File: src/rtl/uart_rx_fifo.sv
// UART receiver with oversampled start detection, optional parity and sticky error flags,
// feeding a first-word-fall-through receive FIFO with a valid/ready output.
module uart_rx_fifo #(
   parameter int unsigned CLK_HZ     = 27000000,
   parameter int unsigned BAUD       = 115200,
   parameter int unsigned DATA_BITS  = 8,
   parameter int unsigned PARITY     = 0,
   parameter int unsigned FIFO_DEPTH = 16
) (
   input  logic                          CLK,
   input  logic                          RST,
   input  logic                          RXD,
   output logic [DATA_BITS-1:0]          O_DATA,
   output logic                          O_VALID,
   input  logic                          O_READY,
   output logic [$clog2(FIFO_DEPTH):0]   O_COUNT,
   input  logic                          ERR_CLR,
   output logic                          O_FRAME_ERR,
   output logic                          O_PARITY_ERR,
   output logic                          O_OVERRUN
);

   localparam int unsigned DIV  = CLK_HZ / BAUD;
   localparam int unsigned HALF = DIV / 2;
   localparam int unsigned CW   = $clog2(DIV + 1);
   localparam int unsigned BW   = $clog2(DATA_BITS + 1);
   localparam int unsigned AW   = $clog2(FIFO_DEPTH);
   localparam int unsigned NW   = AW + 1;

   typedef enum logic [2:0] {
      S_IDLE,
      S_START,
      S_DATA,
      S_PAR,
      S_STOP,
      S_BREAK
   } state_t;

   logic [1:0]           sync_q;
   logic                 rx;
   state_t               state_q, state_d;
   logic [CW-1:0]        cnt_q, cnt_d;
   logic [BW-1:0]        bit_q, bit_d;
   logic [DATA_BITS-1:0] shreg_q, shreg_d;
   logic                 par_bad_q, par_bad_d;
   logic                 push_c, frame_evt_c, par_evt_c;

   logic [DATA_BITS-1:0] mem [FIFO_DEPTH];
   logic [AW-1:0]        wr_ptr_q, rd_ptr_q;
   logic [NW-1:0]        count_q;
   logic                 pop_c, full_c, wr_en_c, ovr_evt_c;

   // Two-flop synchronizer; idles high so reset never looks like a start bit
   always_ff @(posedge CLK) begin
      if (!RST) sync_q <= 2'b11;
      else      sync_q <= {sync_q[0], RXD};
   end
   assign rx = sync_q[1];

   always_ff @(posedge CLK) begin
      if (!RST) begin
         state_q   <= S_IDLE;
         cnt_q     <= '0;
         bit_q     <= '0;
         shreg_q   <= '0;
         par_bad_q <= 1'b0;
      end else begin
         state_q   <= state_d;
         cnt_q     <= cnt_d;
         bit_q     <= bit_d;
         shreg_q   <= shreg_d;
         par_bad_q <= par_bad_d;
      end
   end

   // Frame sequencing: counter runs to HALF in START, then DIV-1 per bit afterwards
   always_comb begin
      state_d     = state_q;
      cnt_d       = cnt_q;
      bit_d       = bit_q;
      shreg_d     = shreg_q;
      par_bad_d   = par_bad_q;
      push_c      = 1'b0;
      frame_evt_c = 1'b0;
      par_evt_c   = 1'b0;
      case (state_q)
         S_IDLE: begin
            if (!rx) begin
               cnt_d   = CW'(1);
               state_d = S_START;
            end
         end
         S_START: begin
            if (cnt_q == CW'(HALF)) begin
               if (!rx) begin
                  cnt_d     = '0;
                  bit_d     = '0;
                  par_bad_d = 1'b0;
                  state_d   = S_DATA;
               end else begin
                  state_d = S_IDLE;
               end
            end else begin
               cnt_d = cnt_q + CW'(1);
            end
         end
         S_DATA: begin
            if (cnt_q == CW'(DIV - 1)) begin
               cnt_d   = '0;
               shreg_d = {rx, shreg_q[DATA_BITS-1:1]};
               bit_d   = bit_q + BW'(1);
               if (bit_q == BW'(DATA_BITS - 1))
                  state_d = (PARITY != 0) ? S_PAR : S_STOP;
            end else begin
               cnt_d = cnt_q + CW'(1);
            end
         end
         S_PAR: begin
            if (cnt_q == CW'(DIV - 1)) begin
               cnt_d     = '0;
               par_bad_d = (PARITY == 1) ? ~(^{shreg_q, rx}) : (^{shreg_q, rx});
               state_d   = S_STOP;
            end else begin
               cnt_d = cnt_q + CW'(1);
            end
         end
         S_STOP: begin
            if (cnt_q == CW'(DIV - 1)) begin
               cnt_d = '0;
               if (rx) begin
                  push_c    = ~par_bad_q;
                  par_evt_c = par_bad_q;
                  state_d   = S_IDLE;
               end else begin
                  frame_evt_c = 1'b1;
                  state_d     = S_BREAK;
               end
            end else begin
               cnt_d = cnt_q + CW'(1);
            end
         end
         S_BREAK: begin
            if (rx) state_d = S_IDLE;
         end
         default: state_d = S_IDLE;
      endcase
   end

   assign pop_c     = O_VALID && O_READY;
   assign full_c    = (count_q == NW'(FIFO_DEPTH));
   assign wr_en_c   = push_c && (!full_c || pop_c);
   assign ovr_evt_c = push_c && full_c && !pop_c;

   always_ff @(posedge CLK) begin
      if (wr_en_c) mem[wr_ptr_q] <= shreg_q;
   end

   // Pointers wrap naturally since FIFO_DEPTH is a power of two
   always_ff @(posedge CLK) begin
      if (!RST) begin
         wr_ptr_q     <= '0;
         rd_ptr_q     <= '0;
         count_q      <= '0;
         O_FRAME_ERR  <= 1'b0;
         O_PARITY_ERR <= 1'b0;
         O_OVERRUN    <= 1'b0;
      end else begin
         if (wr_en_c) wr_ptr_q <= wr_ptr_q + AW'(1);
         if (pop_c)   rd_ptr_q <= rd_ptr_q + AW'(1);
         count_q      <= count_q + NW'(wr_en_c) - NW'(pop_c);
         O_FRAME_ERR  <= frame_evt_c | (O_FRAME_ERR  & ~ERR_CLR);
         O_PARITY_ERR <= par_evt_c   | (O_PARITY_ERR & ~ERR_CLR);
         O_OVERRUN    <= ovr_evt_c   | (O_OVERRUN    & ~ERR_CLR);
      end
   end

   assign O_VALID = (count_q != '0);
   assign O_COUNT = count_q;
   assign O_DATA  = O_VALID ? mem[rd_ptr_q] : '0;

endmodule

File: config.mk
export PLATFORM = sky130hd
export DESIGN_NAME = uart_rx_fifo
export DESIGN_NICKNAME = d
export VERILOG_FILES = /design/src/rtl/uart_rx_fifo.sv
export SDC_FILE = /design/constraint.sdc
export NUM_CORES = 1
export LEC_CHECK = 0
export BUFFER_PORTS_ARGS = -buffer_cell sky130_fd_sc_hd__buf_2
export CAP_MARGIN = 20
export CORE_ASPECT_RATIO = 0.5
export CORE_MARGIN = 2
export CORE_UTILIZATION = 66
export CTS_BUF_LIST = sky130_fd_sc_hd__clkbuf_4 sky130_fd_sc_hd__clkbuf_8 sky130_fd_sc_hd__clkbuf_16
export DETAILED_ROUTE_END_ITERATION = 8
export PLACE_DENSITY = 0.91
export SETUP_SLACK_MARGIN = 0.2
export SYNTH_ARGS = -nofsm -noshare
export SYNTH_HDL_FRONTEND = slang
export SYNTH_SLANG_ARGS = --single-unit
File: constraint.sdc
create_clock -name CLK -period 4.4 [get_ports CLK]
set_input_delay 0.22 -clock CLK [delete_from_list [all_inputs] [get_ports CLK]]
set_output_delay 0.22 -clock CLK [all_outputs]
set_load 0.03 [all_outputs]
Word level (Yosys, flattened, before mapping)
Memory sizes are Yosys's and may differ from the RTL's. A register that Yosys moved wholly into a read port is not among the register bits.
Cells that the tools add are included.
{ "totals": {"register_bits": 42, "ram_bits": 128, "inputBits": 5, "output_inout_bits": 17, "elab_cells": 100, "mem_count": 1} }
{ "memory_table": {"columns": ["memory", "depth", "word_bits", "read_ports", "rd_clocked_by_memory_dff", "wr", "line_no", "text"], "rows": [
  ["mem", 16, 8, 1, 1, 1, "48", "logic [DATA_BITS-1:0] mem [FIFO_DEPTH];"]
]} }
{ "op_classes": {"n_addsub": 6, "eq_ne": 18, "muxes": 36, "bitwise_logic": 8, "n_reduce_logical": 19} }
{ "op_table": {"columns": ["cell", "count"], "rows": [
  ["$mux W8", 5],
  ["$mux W3", 8],
  ["$pmux W8 S3", 1],
  ["$mux W4", 5],
  ["$pmux W3 S6", 1],
  ["$ne A2 B2 Y1 const B", 8],
  ["$mux W1", 13],
  ["$add A4 B1 Y4 const B", 3],
  ["$reduce_xor A9 Y1", 1],
  ["$add A8 B1 Y8 const B", 1],
  ["$eq A8 B7 Y1 const B", 1],
  ["$eq A8 B8 Y1 const B", 1],
  ["$pmux W4 S2", 1],
  ["$reduce_and A7 Y1", 1],
  ["$eq A3 B2 Y1 const B", 2],
  ["$eq A3 B3 Y1 const B", 2],
  ["$reduce_and A3 Y1", 2],
  ["$add A5 B1 Y5", 1],
  ["$eq A5 B5 Y1 const B", 1],
  ["$reduce_bool A5 Y1", 1],
  ["$sub A5 B1 Y5", 1],
  ["$eq A4 B3 Y1 const B", 1],
  ["$logic_and A1 B1 Y1", 4],
  ["$reduce_and A4 Y1", 1],
  ["14 further kinds", 21]
]} }

Longest topological paths before layout
{ "depth": {"ltp_word": 7, "mapped_depth": 16} }

Worst setup path after synthesis
No wires, ideal clock.
{ "synth_timing": {"kind": "register to register", "start": "register count_q[2], in the netlist O_COUNT[2]", "end": "register count_q[4], in the netlist O_COUNT[4]", "setup_time_ns": 0.121, "t_arrival_ns": 3.167, "required_ns": 4.279, "path_slack_ns": 1.112, "stages_incl_launch_ff": 17, "n_path_buf": 1, "synth_period_minus_slack_ns": 3.288, "path_cell_list": "dfxtp_1 inv_1 ha_1 nor3b_1 a31o_2 nor2_1 clkbuf_1 inv_1 ha_1 inv_1 ha_1 inv_1 fa_1 nand2b_1 a21oi_1 o21ai_0 nor3b_1"} }
{ "synth_between": {"elab_chain_len": 6} }
{ "synth_rtl": {"columns": ["element", "line_no", "text"], "rows": [
  ["start, declared", "50", "logic [NW-1:0] count_q;"],
  ["start signal, assigned", "170", "count_q <= count_q + NW'(wr_en_c) - NW'(pop_c);"],
  ["$eq A5 B5 Y1 or $reduce_bool A5 Y1 (tied branches)", "150, 177", null],
  ["$logic_not A1 Y1 or $logic_and A1 B1 Y1 (tied branches)", "151, 149", null],
  ["$logic_or A1 B1 Y1", "151", "assign wr_en_c = push_c && (!full_c || pop_c);"],
  ["$logic_and A1 B1 Y1", "151", null],
  ["$add A5 B1 Y5", "170", null],
  ["$sub A5 B1 Y5 *", "170", null]
]} }
Mark *: on every way between the ends. The rest lies on a longest branch, timed or not.
A chain may end at the register's enable or synchronous reset.

==> metrics.cfg <==
[routing]
wirelength_mm=16.20
drc=0
wl_per_cell_um=24.40
ant_nets=0
vias=4504
drt_iter0_drc=461
vias_per_cell=6.783
dr.pass1.iters=5

[power]
powerDensity_nw_per_um2=528.4
p_leak_uw=0.002903
power_uw=4352
peakVddDrop_uv=373.7

[timing]
timing.final.crit_share=0.7508
final_max_slew_viol_count=0
fin_crit_ns=3.304
hold_viol=0
skew_ns=0.01648
tightest_slew_ns=0.9498
relSlewSlack=0.3668
fmax_ghz=0.3027
finalSetupTns_ns=0
setup_violations=0
finalWorstSetupSlack_ns=1.096
rsz0062_at_grt=no

[worst_hold_path]
hp-class=input pin to flop
min_path_cells=2
hold_end=sync_q[1]
hp-start=RST

[floorplan]
rows=27
initial_core_util=0.6769
die_x_um=154.1
ios=22
dieHeight_um=79.04
dieArea_um2=12180
core_um2=10980

[clocking]
cts_buffer_depth=2
cts_buffers=17
cts_hold_buffers=1
cts_resized=0
clkTransAtPathRegs_ns=0.07
clk-insertion-delay-late_ns=0.44
cts_tree=yes
cts_root_buffer=clkbuf_16
numClockSinks=174
htreeDepth=4
post_cts_buffers=0

[synthesis]
yosysWarnings=0
synthFlopType=edfxtp_1
synth_edf_count=128
synth.distinct_cells=56
synth_area_leaders=edfxtp_1 52%, dfxtp_1 12%, mux4_2 12%
synthesis.area_um2=7432
synth_top_family_by_area=multiplexers
synth_fa_ha_area_frac=0.02626
syn_nets=506
yosysSeqAreaShare=0.6411
synth_async_sr_flop_share=0
synth_mux_area_frac=0.1347
synth.avg_cell_area_um2=15.29
yosys.area_share.simple=0.09983
synth_area_leader_cell=edfxtp_1
synth_top_cell_area_share=0.5172
synth-xor-area-share=0.01717
synth_compound_area_frac=0.05673
ys_seq_elements=174
syn_inst=486

[layout]
final_nets=526
fin_cells=664
num_antenna_cells=0
drive_above_1_share=0.1985
syn_to_final_growth_pct=10.81
seq_area_um2=4767
fillers=596
final_cell_mix=128 x edfxtp_1, 44 x dfxtp_1, 40 x mux4_2, 24 x nor2_1, 22 x a21oi_1
final_common_cell=edfxtp_1
multi_input_area_um2=2487

[global_routing]
grt_pass1_vias=4260
grt_max_degree=36
grt_pass1_wl_mm=25.13
gr-total-overflow=0
gr-usage-all-layers=0.2894
antenna_found_initial=0

[worst_setup_path]
critPathLaunchType=flop
slowest_delay_ns=0.79
critPathArrivalTime_ns=3.08
worstPathRequired_ns=4.18
path_max_fanout=19
reg2reg_slack_ns=1.19
r2r-end=O_COUNT[4]
path_common_cell=mux4_2
cp-end-kind=output pin
crit_type=flop to output pin
crit_buf_inv=2
rr_startpoint=O_COUNT[2]
crit_chain=buf_4, mux4_2, mux4_2, and2_1, buf_2
slowest_stage=dfxtp_2
reg2reg_depth=14
cp_top_family=multiplexers

[placed_design]
dp_hpwl_mm=9.523
dp.cells=631
portBuffers=21
place.gp.congestion=0.8822
dp_slack_ns=1.229

[outcome]
outcome=completed

[flow_run]
cap_violations=0

## worst reg2reg max path: stages (launching register included)
cell and delay [ns]:
dfxtp_1 0.33, inv_1 0.08, ha_1 0.15, or4b_2 0.79
nand2_1 0.21, inv_1 0.06, ha_1 0.26, inv_1 0.05
ha_1 0.16, inv_1 0.06, fa_1 0.39, nand2b_1 0.16
a21oi_1 0.17, o21ai_0 0.09, nor3b_1 0.14
## cell usage after synthesis (11+ instances only)
cell type and instances:
a21oi_1 22, and2_1 12, and3_1 14, clkbuf_1 13, dfxtp_1 46, edfxtp_1 128
ha_1 14, inv_1 16, mux4_2 40, nand2_1 13, nand3_1 19, nor2_1 24
o21ai_0 11
## where the power goes
group | leakage (µW) | total, µW | internal [µW] | switching, µW
Combinational | 0.00106 | 906 | 418 | 488
Sequential | 0.00156 | 1910 | 1780 | 128
Clock | 0.000282 | 1540 | 899 | 637
## area by class of cell
cell class	instances	share of cell area
multi-input cells	271	0.3020
well taps	145	0.02203
clock buffers	18	0.05257
inverters	17	0.007748
repair buffers	25	0.01671
clock inverters	14	0.02005
flip-flops and latches	174	0.5789
## kinds of logic (layout without fill, tap and decap cells)
group	after synthesis	in the layout
DFF	174	174
and+or+nand+nor	127	127
AOI/OAI and AO/OA	66	66
muxes	50	50
buffers and inverters	41	74
adders and majority gates	15	15
xor gates and xnor gates	13	13
## routing by layer
layer / global-route usage / part of all wire / wire length, µm
met5: 0 / 0 / 0
met4: 0.09813 / 0.015 / 244
met3: 0.06932 / 0.092 / 1488
met2: 0.4529 / 0.47 / 7633
met1: 0.4093 / 0.42 / 6837
## stage by stage
stage / instance area [µm²] / utilization / hold slack [ns]
after floorplan: 7432 / - / 0.3215
after global placement: 7627 / 0.6947 / 0.3916
after detailed placement: 7627 / 0.6947 / 0.3957
after CTS: 8235 / 0.7501 / 0.07183
after global routing: 8235 / 0.7501 / 0.09574
final: 8235 / 0.7501 / 0.08289
## registers in the layout (all words and copies together) (netlist names), 2 cells and up, named ones only
signal / cells
state_q: 3
shreg_q: 8
O_COUNT: 5
wr_ptr_q: 4
cnt_q: 8
sync_q: 2
mem: 128
bit_q: 4
rd_ptr_q: 4
## worst max path at each step
| stage | cells after the start | end | from |
|---|---|---|---|
| 2_1_floorplan | 16 | O_COUNT[4] | O_COUNT[2] |
| 3_3_place_gp | 14 | O_COUNT[4] | O_COUNT[3] |
| 3_5_place_dp | 14 | O_COUNT[4] | O_COUNT[2] |
| 4_1_cts | 5 | O_DATA[1] | flop |
| 5_1_grt | 5 | O_DATA[1] | flop |
| 6_report | 5 | O_DATA[1] | flop |
(Power assumes the default switching activity.)
